`src/rtl/rfbw_dchit_nway.sv`:
```
// rfbw_dchit_nway: N-way D-cache hit/victim lookup stage.
// Holds per-line valid bits and per-set round-robin pointers.
//
// Ports:
//   clk, rst_n         clock, async active-low reset
//   req_v, adr, tags   lookup request, address, per-way tags of the set
//   stall              freezes lookup outputs, drops req_v
//   fill_v/way/ndx     mark one line valid, advance set RR pointer
//   inv_v/inv_ndx      clear all ways of one set
//   inv_all            clear every valid bit
//   hit_v, hits, hit   registered lookup result
//   rway, multi_hit    lowest hitting way, more-than-one-hit flag
//   victim             replacement way for the looked-up set
module rfbw_dchit_nway #(
  parameter int AWID  = 32,
  parameter int WAYS  = 4,
  parameter int LINES = 128,
  parameter int LOBIT = 6
) (
  input  logic                                clk,
  input  logic                                rst_n,
  input  logic                                req_v,
  input  logic [AWID-1:0]                     adr,
  input  logic [WAYS-1:0][AWID-LOBIT-1:0]     tags,
  input  logic                                stall,
  input  logic                                fill_v,
  input  logic [$clog2(WAYS)-1:0]             fill_way,
  input  logic [$clog2(LINES)-1:0]            fill_ndx,
  input  logic                                inv_v,
  input  logic [$clog2(LINES)-1:0]            inv_ndx,
  input  logic                                inv_all,
  output logic                                hit_v,
  output logic [WAYS-1:0]                     hits,
  output logic                                hit,
  output logic [$clog2(WAYS)-1:0]             rway,
  output logic                                multi_hit,
  output logic [$clog2(WAYS)-1:0]             victim
);

  localparam int NDXW = $clog2(LINES);
  localparam int WAYW = $clog2(WAYS);
  localparam int TAGW = AWID - LOBIT;

  logic [WAYS-1:0] r_valid [LINES];
  logic [WAYW-1:0] r_ptr   [LINES];

  logic            r_hit_v;
  logic [WAYS-1:0] r_hits;
  logic            r_hit;
  logic [WAYW-1:0] r_rway;
  logic            r_multi;
  logic [WAYW-1:0] r_victim;

  logic [TAGW-1:0] w_tag;
  logic [NDXW-1:0] w_ndx;
  logic [WAYS-1:0] w_vset;
  logic [WAYW-1:0] w_pset;
  logic [WAYS-1:0] w_hits;
  logic [WAYW-1:0] w_hway;
  logic [WAYW-1:0] w_vic;
  logic            w_multi;
  logic            w_unused;

  assign w_tag    = adr[AWID-1:LOBIT];
  assign w_ndx    = adr[LOBIT+NDXW-1:LOBIT];
  assign w_vset   = r_valid[w_ndx];
  assign w_pset   = r_ptr[w_ndx];
  assign w_unused = ^adr[LOBIT-1:0];

  always_comb begin
    w_hits = '0;
    for (int w = 0; w < WAYS; w++) begin
      w_hits[w] = (tags[w] == w_tag) && w_vset[w];
    end
  end

  // Scan downward so the lowest-numbered match wins.
  always_comb begin
    w_hway = '0;
    for (int w = WAYS - 1; w >= 0; w--) begin
      if (w_hits[w]) w_hway = WAYW'(w);
    end
  end

  // Lowest invalid way, otherwise the set's RR pointer.
  always_comb begin
    w_vic = w_pset;
    for (int w = WAYS - 1; w >= 0; w--) begin
      if (!w_vset[w]) w_vic = WAYW'(w);
    end
  end

  // More than one bit set iff clearing the lowest leaves something.
  assign w_multi = (w_hits & (w_hits - WAYS'(1))) != '0;

  // Later assignment wins: inv_v overrides a fill to the same set.
  always_ff @(posedge clk or negedge rst_n) begin
    if (!rst_n) begin
      for (int i = 0; i < LINES; i++) begin
        r_valid[i] <= '0;
        r_ptr[i]   <= '0;
      end
    end else begin
      if (fill_v) begin
        r_ptr[fill_ndx] <= r_ptr[fill_ndx] + WAYW'(1);
      end
      if (inv_all) begin
        for (int i = 0; i < LINES; i++) begin
          r_valid[i] <= '0;
        end
      end else begin
        if (fill_v) r_valid[fill_ndx][fill_way] <= 1'b1;
        if (inv_v)  r_valid[inv_ndx] <= '0;
      end
    end
  end

  always_ff @(posedge clk or negedge rst_n) begin
    if (!rst_n) begin
      r_hit_v  <= 1'b0;
      r_hits   <= '0;
      r_hit    <= 1'b0;
      r_rway   <= '0;
      r_multi  <= 1'b0;
      r_victim <= '0;
    end else if (!stall) begin
      r_hit_v <= req_v;
      if (req_v) begin
        r_hits   <= w_hits;
        r_hit    <= |w_hits;
        r_multi  <= w_multi;
        r_victim <= w_vic;
        if (|w_hits) r_rway <= w_hway;
      end
    end
  end

  assign hit_v     = r_hit_v;
  assign hits      = r_hits;
  assign hit       = r_hit;
  assign rway      = r_rway;
  assign multi_hit = r_multi;
  assign victim    = r_victim;

endmodule

```
`config.mk`:
```
export PLATFORM = sky130hd
export DESIGN_NAME = rfbw_dchit_nway
export DESIGN_NICKNAME = d
export VERILOG_FILES = /design/src/rtl/rfbw_dchit_nway.sv
export SDC_FILE = /design/constraint.sdc
export NUM_CORES = 2
export LEC_CHECK = 0
export CORE_MARGIN = 3
export CORE_UTILIZATION = 30
export DETAILED_ROUTE_END_ITERATION = 12
export HOLD_SLACK_MARGIN = 0.1
export PLACE_DENSITY = 0.52
export SETUP_SLACK_MARGIN = 0.05
export SLEW_MARGIN = 20
export SYNTH_ARGS = -nofsm -noshare
export SYNTH_HDL_FRONTEND = slang
export SYNTH_SLANG_ARGS = --single-unit
```
`constraint.sdc`:
```
create_clock -name clk -period 3 [get_ports clk]
set_input_delay 0.6 -clock clk [delete_from_list [all_inputs] [get_ports clk]]
set_output_delay 0.6 -clock clk [all_outputs]
set_load 0.02 [all_outputs]
```
Word-level counts from Yosys, hierarchy flattened:

Cells that the tools add are included.
Widths: inputs -> output; s select.

* add/subtract/negate cells: 2
* magnitude comparators: 7
* equality and inequality tests: 4
* mux-type cells: 30
* bitwise operators: 8
* reductions and logical operators: 11

Operator list (number)
* $mux 512: 4
* $and 512x512->512: 1
* $not 512->512: 1
* $or 512x512->512: 1
* $bwmux 256: 1
* $eq 26x26->1: 4
* $demux 4 s7: 2
* $bmux 2 s7: 2
* $bmux 4 s7: 1
* $mux 2: 13
* $ge 8x8->1 const B: 3
* $not 7->8: 3
* $lt 8x1->1 const B: 2
* $mux 4: 4
* $demux 2 s7: 1
* $logic_and 1x1->1: 7
* $and 4x4->4: 1
* $reduce_bool 4->1: 1
* $reduce_or 4->1: 1
* $sub 4x1->4 const B: 1
* $lt 2x3->1 const B: 1
* $reduce_and 3->1: 1
* $add 2x1->2 const B: 1
* $demux 1 s2: 1
* 4 further kinds: 4

* register bits after elaboration: 779
* input bits: 159
* output and inout bits: 11
* word-level logic and storage cells: 324

Depth between registers and ports, before layout:

* depth in word-level cells: 12
* depth in mapped cells: 16
* gate-level depth less buffers: 8

Worst setup path after synthesis:

Ideal clock, no wire load.

* path type: input to register
* start point: input port adr[6]
* end point: register r_victim[0], in the netlist victim[0]
* library setup time: 0.132 ns
* arrival: 3.182 ns
* required time: 2.868 ns
* slack: -0.314 ns
* stages: 13
* path buffers: 7
* path through: buf_4 buf_6 buf_8 buf_6 buf_6 buf_4 buf_4 mux4_2 mux4_2 a22oi_1 nand3_1 o31ai_1 a31oi_1

* longest elaborated chain between the ends: 8
* elaborated cells on any way between the ends: 11
* classes of those cells: 10 x mux; 1 x bitwise

Ends and longest elaborated chain
* from (decl): line 23 `input logic [AWID-1:0] adr,`
* $not 7->8 (implied by the code) *: line 66, 67
* $bmux 2 s7 / $bmux 4 s7 (equally long branches): line 67, 66
* $mux 2 (implied by the code) / $mux 4 (equally long branches) (2 in series): line 67, 66
* $mux 2 (3 in series): line 89 `if (!w_vset[w]) w_vic = WAYW'(w);`
* $mux 2 *: line 89
* to (signal assigned): line 132 `r_victim <= w_vic;`
* to (decl): line 52 `logic [WAYW-1:0] r_victim;`

Mark *: on every way between the ends. The rest lies on a longest branch, timed or not. The select of a mux whose other input is x is not followed.
A chain may end at the register's enable or synchronous reset.

Final worst setup path:

* start point: register r_ptr[192] in the netlist's numbering
* end point: register r_ptr[154] in the netlist's numbering

* longest elaborated chain between the ends: 5

Ends and longest elaborated chain
* from (decl): line 45 `logic [WAYW-1:0] r_ptr [LINES];`
* from (signal, indexed assignment): line 105 `r_ptr[fill_ndx] <= r_ptr[fill_ndx] + WAYW'(1);`
* $bmux 2 s7: line 105
* $mux 2 (implied by the code) (2 in series): line 105
* $add 2x1->2: line 105
* $bwmux 256: line 105

No other way between the ends. The select of a mux whose other input is x is not followed.

==> results.md <==
* Area Overhead vs Synth at 29.3%
* Final setup viols at 25
* Total negative setup slack at -147 ps
* Fill cells at 12700
* Sw Share at 27.2%
* CTS root buf: clkbuf_16
* Crit start category: flop
* Dominant synthesized flop cell: dfrtp_1
* Design Area, Final at 50800 um2
* Max VDD drop at 477 uV
* Dpl cells at 5881
* Hold Path Class: primary input to asynchronous set/reset pin
* Cts bufs inserted at 90
* RD Place Congestion at 0.978
* Worst path required time at 3600 ps
* WS Path Type: flop to flop
* GR Overflow Total at 0
* Avg WL per Cell at 26.6 um
* Fin. Hold Viols at 0
* M2 GR Usage at 34.9%
* Slowest-stage cell, CP: or4b_4
* M1 GR Usage at 32.3%
* Initial Utilization at 30.3%
* Worst Skew at 31.8 ps
* Deepest clock path buffer count at 3
* Count of cell types in the netlist at 67
* Post-Route WL at 162000 um
* Leakage Power at 22.7 nW
* Net Sw Power at 0.00740 W
* GR Util met3 at 5.53%
* Syn_area_per_cell at 10.8 um2
* Largest net degree at the start of global routing at 143
* Worst slew margin at 44.8%
* Seq pwr share at 42.0%
* Die ar. at 135000 um2
* PwrDens at 536 nW/um2
* Worst-margin pin slew at 805 ps
* Ys async rst share at 100%
* Starting DRC count in detailed routing at 3580
* DRC viols at 0
* Max-slew violations at 0
* Post-detail-place hpwl at 118000 um
* Post-synth EDFFs at 0
* Vias in the first global route at 33000
* GRT busiest layer: met2
* Die Width at 368 um
* Clock transition at path regs at 60 ps
* CP max stage delay at 510 ps
* Total GRT Usage at 23.2%
* Register area share after synthesis at 49.6%
* Clk sinks at 779
* Worst-path fanout max at 27
* Skew-Pair Late Insertion Delay at 680 ps
* Buffers on Ports at 163
* WP buf/inv at 3
* # rows at 132
* Final worst path period need at 3010 ps
* Core box area at 130000 um2
* Fmax at 0.332 GHz
* Synthesized cell area at 39300 um2
* Status: finished with violations
* Int Pwr at 0.0198 W
* Synth Warn # at 0
* Layout cell share with drive strength beyond 1 at 27.6%
* Initial antenna violation count at 7
* Total number of vias at 33300
* Failing checks: setup timing
* First-pass GRT wire length at 234000 um
* Drt via density at 5.47
* Setup ws final at -13.3 ps
* Post-synthesis register bit count at 779
* Syn Inst Count at 3645
* Number of max-cap violations at 0
* Crit-path cells: mux4_2, mux2i_2, o22ai_2, or4b_4, a2111oi_4, buf_4, buf_4, buf_16, mux2_2
* Clk pwr share at 42.9%
* Layout Nets at 4417
* Initial DRT Pass Iterations at 5
* Most used cell along the critical path: buf_4
* Placed cell areas at 47200 um2
* Delay-heaviest family, CP: multiplexers
* Critical path capture point type: flop
* Comb pwr share at 15.1%
* Critical path arrival at 3610 ps
* H-Tree Depth at 3
* Syn Nets at 3804
* CTS tree: built
* I/O pin total at 170
* Non-Filler Instances at 6076
* RSZ-0062 raised after global routing: yes
* Tcrit/Tclk final at 100%
* DIE HEIGHT at 368 um
* Antenna-violating nets left at 0
[state kept, by name, summed over array words and instances, names as in the netlist]
name       cells
hit            1
r_ptr        256
hit_v          1
victim         2
rway           2
hits           4
multi_hit      1
r_valid      512
[cells in the mapped netlist (all sizes together) (5+ instances only)]
master,count,area (um2)
a2111oi,9,97.6
a21o,102,766
a21oi,640,3200
a221oi,43,377
a22oi,38,285
a31o,7,61.3
a31oi,7,43.8
a32oi,5,43.8
and2,12,75.1
and3,10,62.6
buf,94,703
clkbuf,143,537
dfrtp,779,19500
inv,9,33.8
mux2,169,1900
mux2i,85,851
mux4,199,4480
nand2,90,338
nand2b,16,100
nand3,32,160
nand4,21,131
nor2,788,2960
nor2b,32,200
nor3,29,145
nor4,16,100
o211ai,6,45.0
o21a,18,135
o21ai,22,110
o21bai,25,188
o221ai,6,52.6
o22a,5,43.8
o22ai,9,56.3
o2bb2ai,11,96.3
o31ai,5,37.5
o32ai,5,43.8
or2,8,50.1
xnor2,62,543
xor2,43,377
[through the flow]
step	power (W)	util, %	setup slack [ps]	hold slack [ps]
after global routing	0.0281	39.2	-83.0	430
after floorplan	0.0135	-	-111	304
final	0.0273	39.2	-13.3	412
after detailed placement	0.0155	36.3	-740	479
after CTS	0.0273	38.8	22.8	393
after global placement	0.0155	36.3	-832	466
[worst reg2reg max path, delay by kind of cell, from the launching register on]
| kind | cells | cell delay, ps |
|---|---|---|
| multiplexers | 3 | 940 |
| buffers and inverters | 3 | 710 |
| AND/OR/NAND/NOR | 1 | 520 |
| AO/OA/AOI/OAI | 2 | 400 |
| flip-flops | 1 | 390 |
[layout make-up]
class | instances | area (um2) | area share (%)
flip-flops and latches | 779 | 19500 | 38.3
multi-input cells | 2618 | 18900 | 37.1
repair buffers | 758 | 7120 | 14.0
clock buffers | 131 | 2660 | 5.23
well taps | 1742 | 2180 | 4.29
clock inverters | 35 | 478 | 0.940
inverters | 11 | 41.3 | 0.0812
diodes | 2 | 5.00 | 0.00984
[layout by cell type, fill, tap and decap left out, types with 27 or more instances in the layout]
| master | instances |
|---|---|
| a221oi_1 | 40 |
| mux2_2 | 167 |
| dfrtp_1 | 779 |
| nor3_1 | 27 |
| buf_12 | 64 |
| buf_4 | 515 |
| nor2_1 | 783 |
| mux4_2 | 199 |
| xnor2_1 | 62 |
| a21oi_1 | 619 |
| clkdlybuf4s50_1 | 151 |
| xor2_1 | 42 |
| mux2i_1 | 83 |
| nand2_1 | 89 |
| a21o_1 | 102 |
| clkbuf_16 | 96 |
| a22oi_1 | 38 |
| nor2b_1 | 29 |
| nand3_1 | 32 |
[power groups by stage]
stage / Clock (W) / Sequential, W / Combinational, W
2_1_floorplan: 0 / 0.0114 / 0.00209
3_3_place_gp: 0 / 0.0116 / 0.00390
3_5_place_dp: 0 / 0.0116 / 0.00392
4_1_cts: 0.0119 / 0.0114 / 0.00399
5_1_grt: 0.0123 / 0.0115 / 0.00435
6_report: 0.0117 / 0.0114 / 0.00411
[repair_timing]
| item | in CTS | in global routing |
|---|---|---|
| hold buffers | 1 | 0 |
| setup endpoints to repair | 183 | 249 |
| pin swaps | 5 | 9 |
| resized for setup | 14 | 31 |
| cloned | 1 | 5 |
| endpoints found under the hold margin | 22 | 0 |
| setup buffers | 1 | 19 |
[kinds of logic (layout without fill, tap and decap cells)]
logic type | Yosys count | count (layout) | synth area share (%)
AOI/OAI and AO/OA | 993 | 993 | 15.1
xor gates and xnor gates | 105 | 105 | 2.34
buffers and inverters | 248 | 935 | 3.26
DFF | 779 | 779 | 49.6
muxes | 453 | 453 | 18.4
other | 0 | 2 | 0
and+or+nand+nor | 1067 | 1067 | 11.3
[routing by layer]
| layer | wire length, um | part of all wire [%] | vias to the layer above |
|---|---|---|---|
| li1 | - | - | 14500 |
| met1 | 69900 | 43 | 17000 |
| met2 | 70600 | 44 | 1510 |
| met3 | 14600 | 9.0 | 281 |
| met4 | 6710 | 4.1 | 2 |
| met5 | 13 | 0.0080 | - |
[final timing paths]
path / to / slack, ps / depth (start not counted) / from
setup / recovery: r_ptr[154]$_DFFE_PN0P_ / -10 / 9 / r_ptr[192]$_DFFE_PN0P_
hold / removal: r_valid[275]$_DFF_PN0_ / 410 / 2 / rst_n
setup reg to reg: r_ptr[154]$_DFFE_PN0P_ / -10 / 9 / r_ptr[192]$_DFFE_PN0P_
hold reg to reg: r_valid[360]$_DFF_PN0_ / 490 / 2 / r_valid[360]$_DFF_PN0_
max in group asynchronous: r_valid[254]$_DFF_PN0_ / 1420 / 3 / rst_n
min in group clk: r_valid[360]$_DFF_PN0_ / 490 / 2 / r_valid[360]$_DFF_PN0_
Power figures use the tool's default switching activity.
